$ cat src/rtl/vga_pat_sched.sv
// -----------------------------------------------------------------------------
// vga_pat_sched
//
// Frame-synchronous selector that chooses which of four RGB565 pattern sources
// feeds the pixel path in front of the VGA controller / HDMI encoder. Pattern
// changes only take effect on a frame boundary. They are requested by a key
// pulse or by an auto-advance frame timer. An optional run of all-BLACK frames
// is inserted between the old and the new pattern.
//
// Ports
//   vga_clk    in   1   pixel clock
//   sys_rst_n  in   1   asynchronous active-low reset
//   pix_x      in  10   active x, 10'h3ff outside the active window
//   pix_y      in  10   active y, 10'h3ff outside the active window
//   key_next   in   1   single-cycle advance request (already debounced)
//   auto_en    in   1   level, enables timed auto-advance
//   src_data0  in  16   RGB565 from source 0
//   src_data1  in  16   RGB565 from source 1
//   src_data2  in  16   RGB565 from source 2
//   src_data3  in  16   RGB565 from source 3
//   pix_data   out 16   registered selected pixel (1-cycle latency)
//   pat_sel    out  2   index of the pattern currently displayed
//   busy       out  1   high while a switch is pending or blanking
//   sw_pulse   out  1   one-cycle pulse when a new pattern becomes visible
// -----------------------------------------------------------------------------
module vga_pat_sched #(
  parameter logic [9:0]  H_VALID      = 10'd640,
  parameter logic [9:0]  V_VALID      = 10'd480,
  parameter logic [2:0]  NUM_PAT      = 3'd4,
  parameter logic [7:0]  AUTO_FRAMES  = 8'd120,
  parameter logic [3:0]  BLANK_FRAMES = 4'd2,
  parameter logic [15:0] BLACK        = 16'h0000
) (
  input  logic        vga_clk,
  input  logic        sys_rst_n,
  input  logic [9:0]  pix_x,
  input  logic [9:0]  pix_y,
  input  logic        key_next,
  input  logic        auto_en,
  input  logic [15:0] src_data0,
  input  logic [15:0] src_data1,
  input  logic [15:0] src_data2,
  input  logic [15:0] src_data3,
  output logic [15:0] pix_data,
  output logic [1:0]  pat_sel,
  output logic        busy,
  output logic        sw_pulse
);

  // Only four sources exist; a larger request is clamped, zero behaves as one.
  localparam logic [2:0] NumPatC   = (NUM_PAT > 3'd4) ? 3'd4 :
                                     (NUM_PAT == 3'd0) ? 3'd1 : NUM_PAT;
  localparam logic [1:0] LastPat   = 2'(NumPatC - 3'd1);
  localparam logic [9:0] XLast     = H_VALID - 10'd1;
  localparam logic [9:0] YLast     = V_VALID - 10'd1;
  localparam logic [7:0] FrameLast = AUTO_FRAMES - 8'd1;
  localparam logic [3:0] BlankLast = BLANK_FRAMES - 4'd1;
  localparam bit         NoBlank   = (BLANK_FRAMES == 4'd0);
  localparam logic [9:0] OutOfWin  = 10'h3ff;

  typedef enum logic [1:0] {
    StShow,
    StPend,
    StBlank
  } state_e;

  state_e      state_q, state_d;
  logic [1:0]  pat_sel_q, pat_sel_d;
  logic [1:0]  pat_nxt_q, pat_nxt_d;
  logic [7:0]  frame_cnt_q, frame_cnt_d;
  logic [3:0]  blank_cnt_q, blank_cnt_d;
  logic [15:0] pix_data_q, pix_data_d;
  logic        busy_q, busy_d;
  logic        sw_pulse_q, sw_pulse_d;

  logic        frame_end;
  logic        auto_hit;
  logic        do_switch;
  logic [1:0]  nxt_idx;
  logic [15:0] src_sel;

  // Last active pixel of the frame; the raster source guarantees one cycle.
  assign frame_end = (pix_x == XLast) && (pix_y == YLast);

  assign auto_hit = auto_en && (state_q == StShow) && frame_end &&
                    (frame_cnt_q == FrameLast);

  assign nxt_idx = (pat_sel_q == LastPat) ? 2'd0 : pat_sel_q + 2'd1;

  always_comb begin
    src_sel = src_data0;
    unique case (pat_sel_q)
      2'd0:    src_sel = src_data0;
      2'd1:    src_sel = src_data1;
      2'd2:    src_sel = src_data2;
      2'd3:    src_sel = src_data3;
      default: src_sel = src_data0;
    endcase
  end

  always_comb begin
    state_d     = state_q;
    pat_sel_d   = pat_sel_q;
    pat_nxt_d   = pat_nxt_q;
    frame_cnt_d = frame_cnt_q;
    blank_cnt_d = blank_cnt_q;
    sw_pulse_d  = 1'b0;
    do_switch   = 1'b0;

    unique case (state_q)
      StShow: begin
        // A key on the frame_end cycle itself switches right away, and merges
        // with a coincident auto request into a single advance.
        if (frame_end && (key_next || auto_hit)) begin
          do_switch = 1'b1;
        end else if (key_next) begin
          state_d = StPend;
        end else if (frame_end && (frame_cnt_q < FrameLast)) begin
          frame_cnt_d = frame_cnt_q + 8'd1;
        end
      end
      StPend: begin
        // Extra key pulses while pending are dropped, not queued.
        if (frame_end) begin
          do_switch = 1'b1;
        end
      end
      StBlank: begin
        if (frame_end) begin
          if (blank_cnt_q == BlankLast) begin
            pat_sel_d  = pat_nxt_q;
            sw_pulse_d = 1'b1;
            state_d    = StShow;
          end else begin
            blank_cnt_d = blank_cnt_q + 4'd1;
          end
        end
      end
      default: begin
        state_d = StShow;
      end
    endcase

    if (do_switch) begin
      frame_cnt_d = 8'd0;
      if (NoBlank) begin
        pat_sel_d  = nxt_idx;
        sw_pulse_d = 1'b1;
        state_d    = StShow;
      end else begin
        // The displayed index stays put until blanking has finished.
        pat_nxt_d   = nxt_idx;
        blank_cnt_d = 4'd0;
        state_d     = StBlank;
      end
    end

    // Dropping auto_en, even for one cycle, restarts the frame timer.
    if (!auto_en) begin
      frame_cnt_d = 8'd0;
    end

    busy_d = (state_d != StShow);

    // Uses the current state, so the frame_end pixel that starts blanking still
    // shows the old pattern and the one that ends blanking is still black.
    if ((pix_x == OutOfWin) || (pix_y == OutOfWin) || (state_q == StBlank)) begin
      pix_data_d = BLACK;
    end else begin
      pix_data_d = src_sel;
    end
  end

  always_ff @(posedge vga_clk or negedge sys_rst_n) begin
    if (!sys_rst_n) begin
      state_q     <= StShow;
      pat_sel_q   <= 2'd0;
      pat_nxt_q   <= 2'd0;
      frame_cnt_q <= 8'd0;
      blank_cnt_q <= 4'd0;
      pix_data_q  <= BLACK;
      busy_q      <= 1'b0;
      sw_pulse_q  <= 1'b0;
    end else begin
      state_q     <= state_d;
      pat_sel_q   <= pat_sel_d;
      pat_nxt_q   <= pat_nxt_d;
      frame_cnt_q <= frame_cnt_d;
      blank_cnt_q <= blank_cnt_d;
      pix_data_q  <= pix_data_d;
      busy_q      <= busy_d;
      sw_pulse_q  <= sw_pulse_d;
    end
  end

  assign pix_data = pix_data_q;
  assign pat_sel  = pat_sel_q;
  assign busy     = busy_q;
  assign sw_pulse = sw_pulse_q;

endmodule

$ cat config.mk
export PLATFORM = sky130hd
export DESIGN_NAME = vga_pat_sched
export DESIGN_NICKNAME = d
export VERILOG_FILES = /design/src/rtl/vga_pat_sched.sv
export SDC_FILE = /design/constraint.sdc
export NUM_CORES = 1
export LEC_CHECK = 0
export CORE_UTILIZATION = 42
export CTS_CLUSTER_DIAMETER = 30
export DETAILED_ROUTE_END_ITERATION = 12
export PLACE_DENSITY = 0.94
export SLEW_MARGIN = 20
export SYNTH_ARGS = -nofsm -noshare
export SYNTH_HDL_FRONTEND = slang
export SYNTH_SLANG_ARGS = --single-unit
$ cat constraint.sdc
create_clock -name vga_clk -period 4 [get_ports vga_clk]
set_clock_uncertainty 0.15 [all_clocks]
set_input_delay 1.2 -clock vga_clk [delete_from_list [all_inputs] [get_ports vga_clk]]
set_output_delay 1.2 -clock vga_clk [all_outputs]
set_load 0.01 [all_outputs]
==> results of run 1 <==
routing by layer:
layer	share of wire (%)	wire [µm]
met4	1.1	65
met3	9.4	541
met1	39	2263
met2	50	2909
met5	0	0
per-stage QoR:
stage	hold WS [ns]	instance area, µm²
6_report	0.3727	3206
2_1_floorplan	0.3279	2038
3_3_place_gp	0.3508	3126
4_1_cts	0.3779	3203
5_1_grt	0.3990	3206
3_5_place_dp	0.3500	3126
final timing paths:
check                      cells after the start  slack [ns]                       end
max in group asynchronous                      1        2.35     pix_data[9]$_DFF_PN0_
max reg2reg                                    6        1.75  pat_nxt_q[0]$_DFFE_PN0P_
min                                            1        0.37  pat_nxt_q[1]$_DFFE_PN0P_
max                                            6        0.78  pat_nxt_q[0]$_DFFE_PN0P_
min reg2reg                                    1        0.37  pat_nxt_q[1]$_DFFE_PN0P_
min in group asynchronous                      1        0.85        sw_pulse$_DFF_PN0_
cells in the final DEF, fill, tap and decap left out, drive strengths merged, types with 3 or more instances in the layout:
cell type and instances:
a21oi 21, a222oi 16, a31oi 3, clkbuf 6, clkdlybuf4s50 106, dfrtp 36, ha 7, inv 4
mux2 4, nand2 9, nand3 4, nand4 8, nor2 48, nor3 3, nor4 3, o211ai 3
o21ai 5, or2 4, xor2 4
synthesized netlist by cell type (2+ instances only):
| master | number | area (µm²) |
|---|---|---|
| sky130_fd_sc_hd__clkbuf_1 | 8 | 30.03 |
| sky130_fd_sc_hd__nor4_2 | 2 | 25.02 |
| sky130_fd_sc_hd__ha_1 | 7 | 87.58 |
| sky130_fd_sc_hd__inv_1 | 4 | 15.01 |
| sky130_fd_sc_hd__o211ai_1 | 3 | 22.52 |
| sky130_fd_sc_hd__xor2_1 | 4 | 35.03 |
| sky130_fd_sc_hd__nand4_1 | 8 | 50.05 |
| sky130_fd_sc_hd__mux2_4 | 2 | 30.03 |
| sky130_fd_sc_hd__a222oi_1 | 16 | 160.2 |
| sky130_fd_sc_hd__o21ai_0 | 4 | 20.02 |
| sky130_fd_sc_hd__a31oi_1 | 3 | 18.77 |
| sky130_fd_sc_hd__a21oi_1 | 21 | 105.1 |
| sky130_fd_sc_hd__buf_2 | 2 | 10.01 |
| sky130_fd_sc_hd__nor2_1 | 47 | 176.4 |
| sky130_fd_sc_hd__mux2_2 | 2 | 22.52 |
| sky130_fd_sc_hd__nand3_1 | 3 | 15.01 |
| sky130_fd_sc_hd__nand2_1 | 8 | 30.03 |
| sky130_fd_sc_hd__nand4b_1 | 2 | 17.52 |
| sky130_fd_sc_hd__nor3_1 | 2 | 10.01 |
| sky130_fd_sc_hd__o22ai_1 | 2 | 12.51 |
| sky130_fd_sc_hd__dfrtp_1 | 36 | 900.9 |
| sky130_fd_sc_hd__or2_2 | 3 | 18.77 |
flip-flops by register name, summed over array words and instances (netlist names):
| signal | count |
|---|---|
| blank_cnt_q | 4 |
| frame_cnt_q | 8 |
| pat_nxt_q | 2 |
| pix_data | 16 |
| state_q | 2 |
| busy | 1 |
| sw_pulse | 1 |
| pat_sel | 2 |
layout make-up:
type	instances	area, µm²	share of cell area, %
multi-input cells	164	1074	33.49
repair buffers	108	1074	33.49
flip-flops and latches	36	900.9	28.10
clock buffers	6	72.57	2.264
well taps	52	65.06	2.030
inverters	4	15.01	0.4684
clock inverters	1	5.005	0.1561
logic make-up (layout without fill, tap and decap cells):
group,after synthesis,after routing,synth area share (%)
adder cells (fa/ha/maj),7,7,4.297
AO/OA/AOI/OAI,56,56,19.77
buffers and inverters,15,119,3.253
flip-flops,36,36,44.20
XOR/XNOR,4,4,1.719
AND/OR/NAND/NOR,93,93,24.19
multiplexers,4,4,2.578
power by group:
part	internal (mW)	switching, mW	leakage [nW]
Combinational	0.0929	0.0367	0.735
Sequential	0.372	0.00333	0.456
Clock	0.118	0.119	0.0410
==> results by stage, run 1 <==
Final layout:
- The utilization after layout is 71.17%.
- The count of fill cells added during filler insertion is 348.
- The repair_antennas step left the layout with diodes totalling 0.
- The final cell count without fillers is 371.
- The area growth from synthesis to layout is 57.27%.
- In the final layout, the share of cells above drive strength 1 is 8.464%.
- The final-stage net count is 414.

Clock network:
- The clock tree buffer depth is 2.
- In this run, CTS created clock tree buffers numbering 5.
- The tree built by TritonCTS fans out to 36 sinks.
- Clock latency on the worst-skew pair, taken at its later pin, is 0.28 ns.
- TritonCTS built the clock tree.
- In this run, post-CTS hold repair placed 0 buffers.
- The clock-pin slew of the registers on the worst-case setup and hold paths is 0.07 ns.
- CTS built an H-tree with a depth of 2.
- Post-CTS repair changed the size of 0 cells.
- The root buffer cell chosen for the clock tree is sky130_fd_sc_hd__clkbuf_8.
- The post-CTS setup buffer count is 0.

Timing:
- The final worst-path cycle share is 80.42%.
- The fmax is 310.9 MHz.
- The relative slew slack is 47.86%.
- At the pin with the least slew margin, the transition time is 0.7821 ns.
- Setup repair after global routing left no endpoint under its margin.
- After routing, the total negative slack on setup checks comes to 0 ns.
- The count of final hold-check violations is 0.
- Counting I/O delays and the setup requirement, the final critical path takes 3.217 ns.
- Setup violations remaining at the end of the flow were counted as 0.
- The final-report max-slew violation count was 0.
- The worst path meets setup with 0.7830 ns of slack.

Global routing:
- After global routing, the most crowded layer is met2.
- The via count of the first global-routing pass is 2097.
- The met1 usage in global routing is 29.53%.
- The number of antenna violations at the first check in global routing came to 0.
- Entering global routing, the biggest net connects 37 pins.
- The met2 capacity usage during global routing is 41.72%.
- The wire length of the first global-routing pass is 9680 µm.
- The met3 capacity usage during global routing is 7.595%.
- The overall overflow remaining after global route is 0.
- The global routing usage summed across all routing layers is 24.26%.

Worst setup path:
- For this run, the slowest stage of the critical path takes 0.69 ns.
- The worst setup path is of the in -> reg kind.
- The number of buffers and inverters on the critical path is 1.
- The slowest cell on the critical path is sky130_fd_sc_hd__clkdlybuf4s50_1.
- The critical path starts at auto_en.
- Walking the worst path, the cells encountered are clkdlybuf4s50_1, nand2b_1, or4_1, and2_4, nor2_8, mux2_4.
- Data on the critical path is required at its endpoint by 4.02 ns.
- For the worst setup path, the data arrival time is 3.24 ns.
- Of all nets on the critical path, the largest fanout is 11.
- STA classifies the critical path startpoint as an input pin.
- The cell family contributing the most delay on the critical path is simple AND/OR/NAND/NOR gates.
- The startpoint identified for the worst register-to-register timing path is frame_cnt_q[0]$_DFFE_PN0P_.
- STA classifies the critical path endpoint as a register.

Floorplanning:
- The die is 71.66 µm wide.
- The starting utilization of the core area is 45.25%.
- The area inside the core boundary is 0.004504 mm².
- The die covers 0.005135 mm².
- The number of I/O pins is 108.
- The die extent in y is 71.66 µm.
- The initialized floorplan defines 24 standard-cell rows.

Placement:
- Before CTS, the worst setup slack after placement is 0.5210 ns.
- The quantity of I/O buffers inserted on ports is 107.
- Summed over all nets, the half-perimeter wirelength after detailed placement is 4480 µm.
- The number of cells after detailed placement is 364.
- Routability-driven placement finished with a final weighted congestion of 0.9380.

Route:
- In this run, the number of DRC markers left after iteration 0 of detailed routing was 126.
- Dividing the detail-routed via count by the number of cells gives 5.709.
- The post-detailed-route DRC marker count is 0.
- The count of nets left with antenna violations after detail routing is 0.
- The average wire per cell in the routed design is 15.58 µm.
- The post-detailed-routing wire length is 5780 µm.
- The iteration count of the initial detailed-routing pass is 4.
- The vias after detailed routing is 2118.

Synth:
- In the synthesized netlist the async set-or-reset flop fraction comes to 100.0%.
- The most used flip-flop cell after synthesis is sky130_fd_sc_hd__dfrtp_1.
- The count of cell types in the netlist is 48.
- The register bit count reported by yosys is 36.
- The Yosys step of the flow raised 0 warnings.
- The fraction of the yosys area taken by sequential cells is 44.20%.
- The area of the mapped netlist is 0.002038 mm².
- The net count after synthesis is 310.
- The synthesized design contains 0 enable-type register cells.
- After synthesis, the mean cell area works out to 9.480 µm².
- The synthesized instance count is 215.

Pwr:
- The design draws 0.7420 mW.
- The worst IR drop on VDD is 0.0001455 V.
- The cell area power density is 231.5 mW/mm².
- Summed over all cells, the static leakage comes to 1.231 nW.

Min path:
- The hold path startpoint is pat_nxt_q[1]$_DFFE_PN0P_.
- The class of the worst hold path is reg -> reg.

Outcome:
- The run finished with clean final reports.

Job:
- Across the run, the number of max-cap violations was 0.
Note: power is estimated with default switching activity, not from simulation.
==> inputs of run 2 (changes only) <==
Settings changed: CORE_UTILIZATION 42 to 36, PLACE_DENSITY 0.94 to 0.86.
Clock period 4 ns to 2.7 ns, I/O delays scaled along.
==> results by stage, run 2 (synthesis gave the netlist of run 1 again) <==
Outcome:
- Result of the run: completed (unchanged).

Timing:
- The final-report max-slew violation count came to 0 (unchanged).
- Static timing analysis puts the maximum clock frequency at 393.2 MHz.
- The clock period could shrink to 2.543 ns.
- The slew at the pin with the worst max-slew slack is 0.8270 ns (was 0.7821 ns).
- The count of final hold-check violations is 0 (unchanged).
- The relative slew slack is 44.86% (was 47.86%).
- The final number of setup-violating endpoints is 0 (unchanged).
- The final critical path takes up 94.19% of the cycle.
- Unrepaired setup endpoints after global routing: false (unchanged).

Clock network:
- The number of buffers created by CTS came to 5 (unchanged).
- The clock-pin slew of the registers on the worst-case setup and hold paths is 0.07 ns (about the same).
- The clock tree from TritonCTS is done (unchanged).
- The number of hold-repair buffers added at the cts stage came to 0 (unchanged).
- The post-CTS setup buffer count was 0 (unchanged).
- The clock tree buffer depth was 2 (unchanged).
- The depth of the CTS H-tree is 2 (unchanged).
- The clock root buffer master is sky130_fd_sc_hd__clkbuf_8 (unchanged).
- The count of clock tree sinks came to 36 (unchanged).
- The clock latency reported for the late side of the worst-skew pair came to 0.29 ns (was 0.28 ns).
- The quantity of gates resized following cts is 0 (unchanged).

Worst setup path:
- The worst path arrival time was 2.55 ns (was 3.24 ns).
- The capturing element type of the critical path was a register (unchanged).
- The logic depth of the worst register-to-register path was 6 (unchanged).
- The buffering stage count on the worst path with inverters included came to 2 (was 1).
- The number of stages on the worst setup path is 7 (was 6).
- The critical path class is in -> reg (unchanged).
- The critical path data required time is 2.71 ns (was 4.02 ns).
- The delay contributed by the slowest stage of the critical path is 0.57 ns (was 0.69 ns).
- Cells traversed along the worst timing path: clkdlybuf4s50_1, or4_4, nor2_1, nand2_2, buf_4, o211ai_1, o21ai_0 (was clkdlybuf4s50_1, nand2b_1, or4_1, and2_4, nor2_8, mux2_4).
- The launching element type of the critical path is an input pin (unchanged).
- The slowest cell on the critical path is sky130_fd_sc_hd__or4_4 (was sky130_fd_sc_hd__clkdlybuf4s50_1).
- The family with the most delay on the worst path is simple AND/OR/NAND/NOR gates (unchanged).
- The largest fanout on the critical path came to 7 (was 11).

Job:
- The number of maximum-capacitance violations is 0 (unchanged).

Floorplanning:
- The starting utilization of the core area came to 37.24% (was 45.25%).
- The total number of placement rows is 27 (was 24).
- The number of I/O pins is 108 (unchanged).
- The area inside the core boundary is 0.005473 mm² (was 0.004504 mm²).
- The width of the chip came to 77.25 µm (was 71.66 µm).
- The die extent in y was 77.25 µm (was 71.66 µm).
- The die outline area came to 0.005967 mm² (was 0.005135 mm²).

Min path:
- The class of the worst hold path is reg -> reg (unchanged).
- The cell count of the worst hold path came to 1 (unchanged).

Global routing:
- The number of antenna violations at the first check in global routing is 0 (unchanged).
- The wire length of the first global-routing pass was 9818 µm (was 9680 µm).
- The overall overflow remaining after global route is 0 (unchanged).
- The global routing usage summed across all routing layers is 20.94% (was 24.26%).
- The via count of the first global-routing pass is 2115 (was 2097).
- The maximum number of pins on one net before global-route repair was 37 (unchanged).

Route:
- The count of nets left with antenna violations after detail routing is 0 (unchanged).
- The post-detailed-route DRC marker count was 0 (unchanged).
- The post-detailed-routing wire length was 5937 µm (was 5780 µm).
- The mean number of vias per cell was 5.332 (was 5.709).
- The vias after detailed routing came to 2170 (was 2118).
- The number of DRC markers after the initial detailed-route iteration is 138 (was 126).
- The iteration count of the initial detailed-routing pass is 7 (was 4).
- The average wire per cell in the routed design is 14.59 µm (was 15.58 µm).

Final layout:
- The area growth from synthesis to layout is 65.56% (was 57.27%).
- The number of flip-flops in the largest register is 16 (unchanged).
- Most used cells in the layout excluding fill and tap cells: sky130_fd_sc_hd__clkdlybuf4s50_1 (106), sky130_fd_sc_hd__nor2_1 (47), sky130_fd_sc_hd__dfrtp_1 (36), sky130_fd_sc_hd__a21oi_1 (21) (was sky130_fd_sc_hd__clkdlybuf4s50_1 (106), sky130_fd_sc_hd__nor2_1 (47), sky130_fd_sc_hd__dfrtp_1 (36), sky130_fd_sc_hd__a21oi_1 (21), sky130_fd_sc_hd__a222oi_1 (16)).
- The final cell count without fillers is 407 (was 371).
- The number of antenna repair diodes came to 0 (unchanged).
- The final-stage net count is 429 (was 414).
- The area used by sequential logic in the layout is 900.9 µm² (unchanged).
- The layout cell share with drive strength beyond 1 is 12.84% (was 8.464%).
- The most common cell after layout, fill and taps aside is sky130_fd_sc_hd__clkdlybuf4s50_1 (unchanged).
- The area of the multi-input gates was 0.001071 mm² (was 0.001074 mm²).
- The count of fill cells added during filler insertion came to 477 (was 348).

Pwr:
- The proportion of power drawn by flip-flops and latches came to 45.0% (was 50.6%).
- The combinational power share came to 16.4% (was 17.5%).
- The internal power consumption is 0.9671 mW (was 0.5834 mW).
- The switching component of the power was 0.2628 mW (was 0.1585 mW).
- The worst IR drop on VDD is 0.0001827 V (was 0.0001455 V).
- The proportion of power drawn by the clock network is 38.6% (was 31.9%).
- The share of total power consumed by net switching is 21.37% (about the same).
- The total design power was 1.230 mW (was 0.7420 mW).
- The cell area power density came to 364.5 mW/mm² (was 231.5 mW/mm²).
- The static leakage was 1.316 nW (was 1.231 nW).

Placement:
- The placer's final routability congestion estimate came to 0.7989 (was 0.9380).
- The number of cells after detailed placement is 399 (was 364).
- The quantity of I/O buffers inserted on ports is 107 (unchanged).
- The total half-perimeter wirelength after legalization and detailed placement is 4611 µm (was 4480 µm).
## run 2: cell types whose count changed in the layout (fill, tap and decap cells not counted), sizes merged
cell      change
clkinvlp      +1
bufinv        +1
buf          +15
clkbuf        -1
## run 2: final cells by class
type / instances / share of cell area (%)
clock buffer: 5 / 2.039
inverter: 4 / 0.4449
sequential: 36 / 26.70
clock inverter: 3 / 1.261
tap: 72 / 2.670
timing repair buffer: 123 / 35.15
multi-input combinational: 164 / 31.74
## run 2: path summary, 6_finish.rpt
| check | start | slack, ns | endpoint |
|---|---|---|---|
| max in group asynchronous | sys_rst_n | 1.41 | pix_data[2]$_DFF_PN0_ |
| max reg2reg | frame_cnt_q[0]$_DFFE_PN0P_ | 0.51 | pat_nxt_q[1]$_DFFE_PN0P_ |
| min | pat_nxt_q[1]$_DFFE_PN0P_ | 0.38 | pat_nxt_q[1]$_DFFE_PN0P_ |
| max | pix_x[7] | 0.16 | frame_cnt_q[3]$_DFFE_PN0P_ |
| min in group asynchronous | sys_rst_n | 0.46 | pat_nxt_q[0]$_DFFE_PN0P_ |
| min reg2reg | pat_nxt_q[1]$_DFFE_PN0P_ | 0.38 | pat_nxt_q[1]$_DFFE_PN0P_ |
## run 2: metrics by stage
step | TNS (ns) | hold WS, ns | area, µm² | util, % | setup WS, ns
after floorplan | 0 | 0.3279 | 2038 | - | 0.3827
after global placement | -0.5027 | 0.3536 | 3263 | 59.63 | -0.08114
after detailed placement | -0.9203 | 0.3636 | 3263 | 59.63 | -0.1450
after CTS | 0 | 0.3788 | 3374 | 61.66 | 0.1458
after global routing | 0 | 0.3890 | 3374 | 61.66 | 0.05899
final | 0 | 0.3756 | 3374 | 61.66 | 0.1568
## run 2: metal layers
layer  vias to the layer above  part of all wire (%)  track usage (%)
met5                         -                     0                0
met4                         0                   1.8            5.849
met3                        14                   7.6            5.119
met2                       107                    50            35.66
met1                      1005                    40            26.14
li1                       1044                     -                -
## run 2: power by group through the flow
stage                     Clock (mW)  Combinational (mW)  Sequential (mW)
final                          0.475               0.201            0.554
after detailed placement           0               0.201            0.565
after CTS                      0.485               0.202            0.554
after global placement             0               0.198            0.565
after floorplan                    0              0.0185            0.572
after global routing           0.512               0.215            0.555
